**config.mk**
```make
export PLATFORM = sky130hd
export DESIGN_NAME = segment_reader
export DESIGN_NICKNAME = d
export VERILOG_FILES = /design/src/rtl/segment_reader_pkg.sv /design/src/rtl/seg_digit_decode.sv /design/src/rtl/segment_reader.sv
export SDC_FILE = /design/constraint.sdc
export NUM_CORES = 1
export LEC_CHECK = 0
export CAP_MARGIN = 20
export CORE_UTILIZATION = 42
export DETAILED_ROUTE_END_ITERATION = 6
export DONT_BUFFER_PORTS = 1
export PLACE_DENSITY_LB_ADDON = 0.08
export SETUP_SLACK_MARGIN = 0.2
export SLEW_MARGIN = 40
export SYNTH_ARGS = -nofsm -noshare
export SYNTH_HDL_FRONTEND = slang
export SYNTH_SLANG_ARGS = --single-unit
```
**constraint.sdc**
```tcl
create_clock -name clk -period 2.65 [get_ports clk]
set_input_delay 0.265 -clock clk [delete_from_list [all_inputs] [get_ports clk]]
set_output_delay 0.265 -clock clk [all_outputs]
set_load 0.005 [all_outputs]
```
**src/rtl/segment_reader_pkg.sv**
```systemverilog
// segment_reader_pkg: shared definitions for the 7-segment readback path.
//   - SEG_0..SEG_9 / SEG_BLANK : active-low segment codes, bits [6:0] = HEX segments 6..0
//   - state_e                  : reader FSM states (2-bit encoding)
//   - sample_t                 : one {tens, ones} display sample
//   - digits_to_value()        : tens*10 + ones in 6 bits (tens already range-limited)
package segment_reader_pkg;

  localparam logic [6:0] SEG_0     = 7'h40;
  localparam logic [6:0] SEG_1     = 7'h79;
  localparam logic [6:0] SEG_2     = 7'h24;
  localparam logic [6:0] SEG_3     = 7'h30;
  localparam logic [6:0] SEG_4     = 7'h19;
  localparam logic [6:0] SEG_5     = 7'h12;
  localparam logic [6:0] SEG_6     = 7'h02;
  localparam logic [6:0] SEG_7     = 7'h78;
  localparam logic [6:0] SEG_8     = 7'h00;
  localparam logic [6:0] SEG_9     = 7'h18;
  localparam logic [6:0] SEG_BLANK = 7'h7F;

  typedef enum logic [1:0] {
    S_IDLE    = 2'd0,
    S_SETTLE  = 2'd1,
    S_PRESENT = 2'd2,
    S_WAIT    = 2'd3
  } state_e;

  typedef struct packed {
    logic [6:0] tens;
    logic [6:0] ones;
  } sample_t;

  localparam sample_t SAMPLE_BLANK = '{tens: SEG_BLANK, ones: SEG_BLANK};

  // Only the low two tens bits are used: the caller rejects tens > 3 separately,
  // which keeps the product inside 6 bits.
  function automatic logic [5:0] digits_to_value(input logic [1:0] tens,
                                                 input logic [3:0] ones);
    logic [5:0] prod;
    prod = {4'd0, tens} * 6'd10;
    return prod + {2'd0, ones};
  endfunction

endpackage

```
**src/rtl/seg_digit_decode.sv**
```systemverilog
// seg_digit_decode: combinational map from one active-low 7-segment code to a
// decimal digit.
//   code  : 7-bit segment pattern (0 = lit)
//   digit : decoded digit 0..9 (0 when not legal)
//   legal : 1 when code is one of the ten digit codes; blank is not legal
module seg_digit_decode
  import segment_reader_pkg::*;
(
  input  logic [6:0] code,
  output logic [3:0] digit,
  output logic       legal
);

  // Code-to-digit lookup; anything outside the ten digit codes is illegal.
  always_comb begin
    digit = 4'd0;
    legal = 1'b1;
    case (code)
      SEG_0:   digit = 4'd0;
      SEG_1:   digit = 4'd1;
      SEG_2:   digit = 4'd2;
      SEG_3:   digit = 4'd3;
      SEG_4:   digit = 4'd4;
      SEG_5:   digit = 4'd5;
      SEG_6:   digit = 4'd6;
      SEG_7:   digit = 4'd7;
      SEG_8:   digit = 4'd8;
      SEG_9:   digit = 4'd9;
      default: begin
        digit = 4'd0;
        legal = 1'b0;
      end
    endcase
  end

endmodule

```
**src/rtl/segment_reader.sv**
```systemverilog
// segment_reader: reads a two-digit active-low 7-segment display back into a
// binary value 0..31, reporting each stable pattern once over valid/ready.
//   clk, rst            : rising-edge clock, asynchronous active-high reset
//   seg_ones, seg_tens  : HEX0 / HEX1 segment buses (0 = lit)
//   out_valid/out_ready : result handshake; data held until accepted
//   out_value           : tens*10 + ones (0 when out_err)
//   out_err             : presented pattern is not a legal 0..31 reading
// STABLE_CYCLES (1..255) is the number of unchanged samples needed after a
// change before the pattern is reported.
module segment_reader
  import segment_reader_pkg::*;
#(
  parameter int STABLE_CYCLES = 4
) (
  input  logic       clk,
  input  logic       rst,
  input  logic [6:0] seg_ones,
  input  logic [6:0] seg_tens,
  output logic       out_valid,
  input  logic       out_ready,
  output logic [4:0] out_value,
  output logic       out_err
);

  localparam int                CNT_W   = $clog2(STABLE_CYCLES + 1);
  localparam logic [CNT_W-1:0]  CNT_MAX = CNT_W'(STABLE_CYCLES);

  sample_t          new_s;
  sample_t          sample_q;
  sample_t          cap_q, cap_d;
  state_e           state_q, state_d;
  logic [CNT_W-1:0] cnt_q, cnt_d, cnt_run;
  logic             out_valid_q, out_valid_d;
  logic [4:0]       out_value_q, out_value_d;
  logic             out_err_q, out_err_d;

  logic             new_blank;
  logic [3:0]       tens_digit, ones_digit;
  logic             tens_legal, ones_legal;
  logic [5:0]       value6;
  logic             reading_legal;
  logic [4:0]       reading_value;

  assign new_s     = '{tens: seg_tens, ones: seg_ones};
  assign new_blank = (new_s == SAMPLE_BLANK);

  seg_digit_decode u_dec_tens (
    .code  (sample_q.tens),
    .digit (tens_digit),
    .legal (tens_legal)
  );

  seg_digit_decode u_dec_ones (
    .code  (sample_q.ones),
    .digit (ones_digit),
    .legal (ones_legal)
  );

  // Value of the held sample; range is checked on the 6-bit sum before truncation.
  always_comb begin
    value6        = digits_to_value(tens_digit[1:0], ones_digit);
    reading_legal = tens_legal & ones_legal & (tens_digit <= 4'd3) & (value6 <= 6'd31);
    reading_value = 5'd0;
    if (reading_legal) begin
      reading_value = value6[4:0];
    end else begin
      reading_value = 5'd0;
    end
  end

  // Stability count of the incoming sample against the held one, saturating.
  always_comb begin
    cnt_run = cnt_q;
    if (new_s != sample_q) begin
      cnt_run = '0;
    end else if (cnt_q != CNT_MAX) begin
      cnt_run = cnt_q + CNT_W'(1);
    end else begin
      cnt_run = cnt_q;
    end
  end

  // Next-state and output logic. Transitions look at the incoming sample so
  // that a stable window of STABLE_CYCLES edges after the change is enough;
  // the capture decodes the held sample, which equals the incoming one then.
  always_comb begin
    state_d     = state_q;
    cnt_d       = cnt_run;
    cap_d       = cap_q;
    out_valid_d = out_valid_q;
    out_value_d = out_value_q;
    out_err_d   = out_err_q;
    case (state_q)
      S_IDLE: begin
        if (new_blank) begin
          state_d = S_IDLE;
        end else begin
          state_d = S_SETTLE;
        end
      end
      S_SETTLE: begin
        if (new_blank) begin
          state_d = S_IDLE;
        end else if (cnt_run == CNT_MAX) begin
          state_d     = S_PRESENT;
          cap_d       = sample_q;
          out_valid_d = 1'b1;
          out_value_d = reading_value;
          out_err_d   = ~reading_legal;
        end else begin
          state_d = S_SETTLE;
        end
      end
      S_PRESENT: begin
        // Data is frozen here; sampling and counting carry on underneath.
        if (out_ready) begin
          state_d     = S_WAIT;
          out_valid_d = 1'b0;
        end else begin
          state_d = S_PRESENT;
        end
      end
      S_WAIT: begin
        if (new_blank) begin
          state_d = S_IDLE;
        end else if (new_s != cap_q) begin
          // A different pattern always earns a fresh full window.
          state_d = S_SETTLE;
          cnt_d   = '0;
        end else begin
          state_d = S_WAIT;
        end
      end
      default: begin
        state_d     = S_IDLE;
        cnt_d       = '0;
        out_valid_d = 1'b0;
      end
    endcase
  end

  // State, sample, counter, capture and output registers.
  always_ff @(posedge clk or posedge rst) begin
    if (rst) begin
      state_q     <= S_IDLE;
      sample_q    <= SAMPLE_BLANK;
      cnt_q       <= '0;
      cap_q       <= SAMPLE_BLANK;
      out_valid_q <= 1'b0;
      out_value_q <= 5'd0;
      out_err_q   <= 1'b0;
    end else begin
      state_q     <= state_d;
      sample_q    <= new_s;
      cnt_q       <= cnt_d;
      cap_q       <= cap_d;
      out_valid_q <= out_valid_d;
      out_value_q <= out_value_d;
      out_err_q   <= out_err_d;
    end
  end

  assign out_valid = out_valid_q;
  assign out_value = out_value_q;
  assign out_err   = out_err_q;

endmodule

```
# Word level (Yosys, flattened, before mapping)
# Index checks and enable logic that the tools add are counted.
totals:
  ff_bits: 40
  in_bits: 17
  elab_cells: 77
op_classes:
  n_addsub: 2
  mul: 1
  order_cmp: 2
  eq_ne: 29
  n_mux: 21
  bitwise: 5
  reduce_logical: 8
op_table:
  columns: ["operator", "count"]
  rows:
  - ["4-bit case mux with 9 select lines", 2]
  - ["7-bit by 5-bit equality test with 1-bit output, second input constant", 6]
  - ["7-bit equality test, second input constant", 6]
  - ["7-bit by 6-bit equality test with 1-bit output, second input constant", 4]
  - ["14-bit inequality test", 2]
  - ["10-bit OR reduction", 2]
  - ["3-bit two-way mux", 5]
  - ["14-bit equality test, second input constant", 1]
  - ["7-bit by 2-bit equality test with 1-bit output, second input constant", 2]
  - ["7-bit logical NOT", 2]
  - ["2-bit two-way mux", 4]
  - ["2-bit case mux with 4 select lines", 1]
  - ["1-bit two-way mux", 7]
  - ["6-bit by 4-bit adder with 6-bit output", 1]
  - ["6-bit by 5-bit <= comparator with 1-bit output, second input constant", 1]
  - ["2-bit inequality test, second input constant", 3]
  - ["2-bit by 3-bit multiplier with 5-bit output, second input constant", 1]
  - ["5-bit two-way mux", 1]
  - ["2-bit equality test, second input constant", 2]
  - ["4-bit by 2-bit <= comparator with 1-bit output, second input constant", 1]
  - ["4-bit AND reduction", 1]
  - ["3-bit by 1-bit adder with 3-bit output, second input constant", 1]
  - ["1-bit AND", 3]
  - ["3-bit equality test, second input constant", 1]
  - ["7 further kinds", 8]

# Logic depth before layout (Yosys ltp)
# Gate-level depths: netlist (run 1).
depth:
  depth_word: 7
  depth_mapped: 12
  mapped_depth_nobuf: 11

# Modules after synthesis
# From an unflattened synthesis (run 1), not the netlist that was laid out.
hier_totals:
  cells_unflattened: 225
  hier_area_um2: 2541.2
by_module_without_submodules:
  columns: ["mod", "instances", "cells_each", "area_each_um2", "seq_area_each_um2"]
  rows:
  - ["segment_reader", 1, 155, 2063.2, 1036.0]
  - ["seg_digit_decode", 2, 35, 239.0, 0.0]

# Least setup slack after synthesis (run 1)
# No wires, ideal clock.
synth_timing:
  path_type: "reg-to-reg"
  start: "register sample_q[12] (netlist bit)"
  end: "register out_err_q (netlist: out_err)"
  setup_time_ns: 0.125
  arrival_time_ns: 2.796
  t_required_ns: 2.525
  slack_ns: -0.271
  path_stages_with_launch: 13
  synth_period_minus_slack_ns: 2.921
  path_cell_list: "dfstp_2 > clkbuf_1 > nor3_1 > a21o_1 > a221oi_1 > nor4bb_1 > ha_1 > fa_1 > a21oi_1 > nand2_1 > o31ai_1 > o21ai_1 > mux2_4"
synth_via:
  elab_chain_len: 7
  word_cells_on_any_way: 25
  cone_classes: "add/sub: 1; mul: 1; order compare: 2; eq/ne: 11; mux: 3; bitwise: 4; reduce/logical: 3"
synth_rtl:
  columns: ["item", "line_no", "text"]
  rows:
  - ["start, declared", "segment_reader.sv:29", "sample_t sample_q;"]
  - ["start signal, assigned", "segment_reader.sv:154", "sample_q <= new_s;"]
  - ["7-bit by 5-bit equality test with 1-bit output (tied with other cells)", "seg_digit_decode.sv:18", "case (code)"]
  - ["4-bit case mux with 9 select lines or 10-bit OR reduction (tied branches)", null, null]
  - ["2-bit by 3-bit multiplier with 5-bit output or 1-bit two-way mux (tied branches)", "segment_reader_pkg.sv:39, seg_digit_decode.sv:18", null]
  - ["6-bit by 4-bit adder with 6-bit output or 1-bit AND (tied branches)", "segment_reader_pkg.sv:40, segment_reader.sv:62", null]
  - ["6-bit by 5-bit <= comparator with 1-bit output or 1-bit AND (tied branches)", "segment_reader.sv:62", "reading_legal = tens_legal & ones_legal & (tens_digit <= 4'd3) & (value6 <= 6'd31);"]
  - ["1-bit AND", "segment_reader.sv:62", null]
  - ["1-bit NOT", "segment_reader.sv:109", "out_err_d = ~reading_legal;"]
  - ["end signal, assigned", "segment_reader.sv:159", "out_err_q <= out_err_d;"]
  - ["end, declared", "segment_reader.sv:35", "logic out_err_q, out_err_d;"]
# Several ways; a longest one is shown, not always the timed one.
# A chain may end at the register's enable or synchronous reset.

# Worst setup path after layout (run 1)
layout_timing:
  start: "register sample_q[13] (netlist bit)"
  end: "register out_err_q (netlist: out_err)"
# The elaborated chain is that of the path after synthesis.

==> flow_summary.yaml, run 1 <==
synth:
  synth-async-reset-ratio: 1.00
  yosysWarnings: 0
  netlist_area_sq_um: 2390
  synth_cells: 220
  synth_area_leader_cell: "dfstp_2"
  ys_ff_latch: 40
  synth_flop_cell: "dfstp_2"
  synthAdderAreaFrac: 0.0346
  syn-num-nets: 243
  ys_top_cells_by_area: "dfstp_2, dfrtp_1, xor2_1"
  yosysSeqAreaShare: 0.434
  synth_top_family_by_area: "simple AND/OR/NAND/NOR gates"
  synthXorXnorAreaFrac: 0.117
  postSynthAreaPerCell_sq_um: 10.9
  synth-simple-area-share: 0.163
  ys_types: 46
  synth-edff-count: 0
  synth_compound_area_frac: 0.106
  synth_top_area_frac: 0.308
  synthMuxAreaShare: 0.102
sta:
  rsz0062_at_grt: "yes"
  worst_slew_pin_slew_ns: 0.721
  hold_viol: 0
  post-route-min-period_ns: 2.71
  whs_ns: 0.177
  finalSetupViolations: 3
  slew_viol_final: 0
  skew_ns: 0.00389
  relSlewSlack: 0.516
  max_freq_mhz: 369
  setup_ws_ns: -0.0630
  period_share: 1.02
global_routing:
  overflow: 0
  track_usage: 0.201
  grt_max_degree: 22
  grt_pass1_vias: 1846
  grt_pass1_wl_um: 9190
  grt_antenna_before_repair: 0
final_layout:
  stdcell_area_sq_um: 2890
  syn_to_final_growth_pct: 21.1
  nFillCells: 505
  final_layout_size_suffix_gt1_frac: 0.356
  n_antenna_cell: 0
  final_nets: 269
critical_path:
  endpoint_kind: "register"
  r2r_cells: 11
  worstPathRequired_ns: 2.83
  path_cells: "nor3_2 > a21o_1 > a221oi_2 > nor4bb_4 > ha_2 > fa_2 > a21oi_2 > nand2_1 > o31ai_2 > o21ai_2 > mux2_4"
  crit_path_max_fanout: 6
  cpLargestDelayFamily: "compound AO/OA/AOI/OAI gates"
  arrival_ns: 2.89
  cp.depth: 11
  cp_num_buf_inv: 0
  cp_slowest_cell: "dfstp_2"
  path_class: "reg -> reg"
  start_kind: "register"
  max_stage_delay_ns: 0.58
floorplan:
  die-width_um: 77.4
  core_area_sq_um: 5510
  fp.dieH_um: 77.4
  dieArea_sq_um: 5990
  top_level_ports: 24
  start_util: 0.434
  core.rowCount: 27
routing:
  routed_via_density: 5.56
  drt-wirelength-per-cell_um: 17.7
  drt_pre_antenna_iters: 4
  drtIter0Drc: 105
  num_vias: 1775
  post-route-drc-count: 0
  routed_wirelength_um: 5660
  ant_nets: 0
worst_hold_path:
  hold_class: "in -> reg"
  min_path_cells: 3
power:
  power_density_nw_per_um2: 427
  p_leak_nw: 1.21
  max-vdd-ir-drop_mv: 0.290
cts:
  cts.sinks: 40
  path_clk_slew_ns: 0.08
  cts_buffers: 5
  cts_root_buf: "clkbuf_8"
  cts_tree: "done"
  clockBufferDepth: 2
  htree_levels: 2
  worst_skew_pair.late_latency_ns: 0.29
place:
  dpl_cell_area_sq_um: 2540
  hpwl_um: 3880
  port_buffers: 0
  gp_congestion: 0.844
run_status:
  violations: "negative setup slack"
  status: "finished with violations"
job:
  maxCapViolations: 0
## registers in the layout, summed over array words and instances (netlist names)
| name | flops |
|---|---|
| cap_q | 14 |
| cnt_q | 3 |
| out_err | 1 |
| out_valid | 1 |
| out_value | 5 |
| sample_q | 14 |
| state_q | 2 |
## power breakdown
group | leakage [nW] | total, W | internal [W] | switching (W)
registers | 0.452 | 0.000654 | 0.000632 | 0.0000225
clock network | 0.0534 | 0.000452 | 0.000242 | 0.000211
logic | 0.703 | 0.000130 | 0.0000686 | 0.0000611
## worst paths after layout
check	from	end	slack (ns)
min	out_ready	out_valid	0.18
max	sample_q[13]	out_err	-0.06
max in group asynchronous	rst	sample_q[7]	1.48
min reg2reg	out_valid	out_valid	0.53
max reg2reg	sample_q[13]	out_err	-0.06
min in group asynchronous	rst	out_value[4]	0.45
## tightest hold or removal path, stage by stage
cell and delay [ns]:
nand2_1 0.04, o21ai_0 0.07, nand2_1 0.06
## synth_stat cells, types with 2 or more instances
master	count
xor2_1	31
dfstp_2	28
mux2_4	14
o21ai_0	14
clkbuf_1	13
dfrtp_1	12
nand2_1	9
nor4_1	9
nor2_1	8
inv_1	7
nor3_1	7
o31ai_1	6
a21oi_1	5
ha_1	5
nand4_1	5
nand3b_1	4
nor4bb_1	4
nor3b_1	3
o211ai_1	3
a21o_1	2
and2_1	2
buf_6	2
mux2_2	2
nand4bb_1	2
or4_1	2
## layout make-up
class | instances | area, sq um | share of cell area
Inverter | 7 | 26.3 | 0.00908
Clock buffer | 7 | 97.6 | 0.0337
Multi-Input combinational cell | 159 | 1340 | 0.463
Timing Repair Buffer | 33 | 298 | 0.103
Sequential cell | 40 | 1040 | 0.359
Clock inverter | 1 | 5.00 | 0.00173
Tap cell | 72 | 90.1 | 0.0311
## cell families (layout without fill, tap and decap cells)
family,Yosys count,count (layout)
mux,17,17
flops,40,40
xor+xnor,32,32
fa+ha+maj,6,6
compound gates,39,39
simple gates,63,65
buf+inv,23,48
## metrics by stage
stage                      util  total power [W]  TNS [ns]  setup WS [ns]  cells
after floorplan               -         0.000733   -0.0150        -0.0150    220
after global placement    0.461         0.000762   -0.0342        -0.0342    290
after detailed placement  0.461         0.000766    -0.386         -0.140    290
after CTS                 0.512          0.00124   -0.0242        -0.0242    314
after global routing      0.525          0.00129    -0.866         -0.192    319
final                     0.525          0.00124   -0.0690        -0.0630    319
## routing by layer
| layer | wire (um) | global-route usage | vias up |
|---|---|---|---|
| li1 | - | - | 850 |
| met1 | 2500 | 0.251 | 876 |
| met2 | 2830 | 0.338 | 42 |
| met3 | 270 | 0.0518 | 7 |
| met4 | 55 | 0.0642 | 0 |
| met5 | 0 | 0 | - |
## timing repair
action                                  in CTS  in global routing
gates cloned                                 1                  1
resized for setup                            7                  8
hold buffers                                14                  1
buffers inserted                             1                  3
endpoints found under the setup margin      20                 20
hold endpoints to repair                    14                 11
pin swaps                                    5                  7
## placed cells by master (no fill, tap or decap), drive strengths merged, types with 3 or more instances in the layout
master and count:
nor3b 3, nand4 5, nor4 9, nand2 9
mux2 16, dfrtp 12, or2 4, nor2 8
buf 18, o211ai 3, o21ai 15, nor3 7
dfstp 28, inv 6, clkbuf 7, a21oi 5
xor2 31, ha 5, nor4bb 4, o31ai 6
dlygate4sd3 15, nand3b 4
No activity file was read; power rests on OpenSTA's default activity.
==> inputs of run 2 (changes only) <==
CORE_ASPECT_RATIO = 1.1   (was unset)
CTS_CLUSTER_DIAMETER = 200   (was unset)
GPL_ROUTABILITY_DRIVEN = 0   (was unset)
==> run 2 against run 1 <==
  * The flow still finishes with violations (negative setup slack)
  * Clock power grew 11%
  * Flip-flop and latch count is the same
  * Sequential power about the same
==> flow_summary.yaml, run 2 (synthesis results as in run 1) <==
cts:
  htree_levels: 2
  cts.sinks: 40
  worst_skew_pair.late_latency_ns: 0.29
  clockBufferDepth: 2
  path_clk_slew_ns: 0.08
  cts_tree: "done"
  cts_buffers: 5
  cts_root_buf: "clkbuf_8"
floorplan:
  core.rowCount: 28
  top_level_ports: 24
  start_util: 0.440
  fp.dieH_um: 81.1
  die-width_um: 73.9
  core_area_sq_um: 5430
  dieArea_sq_um: 5990
sta:
  slew_viol_final: 0
  post-route-min-period_ns: 2.77
  period_share: 1.05
  setup_ws_ns: -0.120
  rsz0062_at_grt: "yes"
  max_freq_mhz: 361
  hold_viol: 0
  worst_slew_pin_slew_ns: 0.598
  skew_ns: 0.00904
  finalSetupViolations: 6
  fin_tns_setup_ns: -0.263
  relSlewSlack: 0.597
final_layout:
  layout_common_cells: "xor2_1, dfstp_2, buf_4"
  n_antenna_cell: 0
  final_layout_size_suffix_gt1_frac: 0.355
  multi_input_area_sq_um: 1320
  syn_to_final_growth_pct: 22.6
  final_core_util: 0.539
  final_common_cell: "xor2_1"
  nFillCells: 487
  final_nets: 274
  register_area_sq_um: 1040
global_routing:
  grt_pass1_wl_um: 9250
  grt_pass1_vias: 1884
  grt_max_degree: 29
  overflow: 0
  grt_antenna_before_repair: 0
  track_usage: 0.207
run_status:
  violations: "negative setup slack"
  status: "finished with violations"
critical_path:
  endpoint_kind: "register"
  cp_num_buf_inv: 0
  path_class: "reg -> reg"
  path_cells: "nor3_2 > a21o_1 > a221oi_2 > nor4bb_2 > ha_2 > fa_2 > a21oi_2 > nand2_1 > o31ai_2 > o21ai_2 > mux2_4"
  worstPathRequired_ns: 2.82
  start_kind: "register"
  cpLargestDelayFamily: "compound AO/OA/AOI/OAI gates"
  max_stage_delay_ns: 0.59
  cp-startpoint: "sample_q[13]"
  regToRegStartpoint: "sample_q[13]"
  cp_slowest_cell: "dfstp_2"
  crit_path_max_fanout: 6
  arrival_ns: 2.94
place:
  hpwl_um: 4060
  place_ws_ns: -0.104
  port_buffers: 0
routing:
  ant_nets: 0
  drt-wirelength-per-cell_um: 17.5
  routed_via_density: 5.53
  num_vias: 1804
  post-route-drc-count: 0
  drt_pre_antenna_iters: 4
  drtIter0Drc: 69
  routed_wirelength_um: 5720
worst_hold_path:
  hold_class: "in -> reg"
  holdCritStartpoint: "out_ready"
power:
  fin_total_pwr_w: 0.00129
  p_leak_nw: 1.24
  power_density_nw_per_um2: 440
  max-vdd-ir-drop_mv: 0.305
job:
  maxCapViolations: 0
-- run 2: layer usage --
metal,vias to the layer above,global-route usage,part of all wire
li1,857,-,-
met3,12,0.0397,0.061
met5,-,0,0
met1,890,0.249,0.42
met4,0,0.0827,0.018
met2,45,0.359,0.50
-- run 2: layout make-up --
class | count | share of cell area
Clock buffer | 7 | 0.0406
Inverter | 7 | 0.00897
Multi-Input combinational cell | 159 | 0.450
Sequential cell | 40 | 0.354
Tap cell | 75 | 0.0321
Timing Repair Buffer | 38 | 0.115
-- run 2: power by group --
part	switching, W	internal (W)
combinational	0.0000629	0.0000697
clock	0.000208	0.000295
sequential	0.0000202	0.000632
-- run 2: through the flow --
step / instances / hold slack (ns) / instance area, sq um
after global placement: 300 / 0.191 / 2600
final: 326 / 0.171 / 2930
after detailed placement: 300 / 0.194 / 2600
after CTS: 323 / 0.160 / 2880
after global routing: 326 / 0.176 / 2930
after floorplan: 220 / 0.269 / 2420
-- run 2: worst paths after layout --
kind,to,slack [ns],depth (start not counted)
worst max-delay path,out_err,-0.12,11
worst min-delay path,out_valid,0.17,3
worst max register to register,out_err,-0.12,11
worst min register to register,out_valid,0.53,2
max in group asynchronous,sample_q[5],1.44,3
min in group asynchronous,cnt_q[1],0.43,2
-- run 2: what timing repair did --
action / CTS / global route
setup endpoints to repair: 20 / 20
pin swaps: 0 / 8
hold buffers: 15 / 0
setup buffers: 0 / 2
resized for setup: 4 / 4
hold endpoints to repair: 26 / 0
gates cloned: 1 / 1
-- run 2: worst register-to-register path: cells and delay by family (launching register included) --
kind	cells	cell delay, ns
compound gates	5	0.98
simple gates	3	0.26
mux	1	0.30
flops	1	0.59
fa+ha+maj	2	0.55
==> inputs of run 3 (changes only) <==
CTS_CLUSTER_DIAMETER = 50   (was 200)
==> results of run 3 <==
Same layout as run 2: the final DEF is identical, and so are final timing and power.
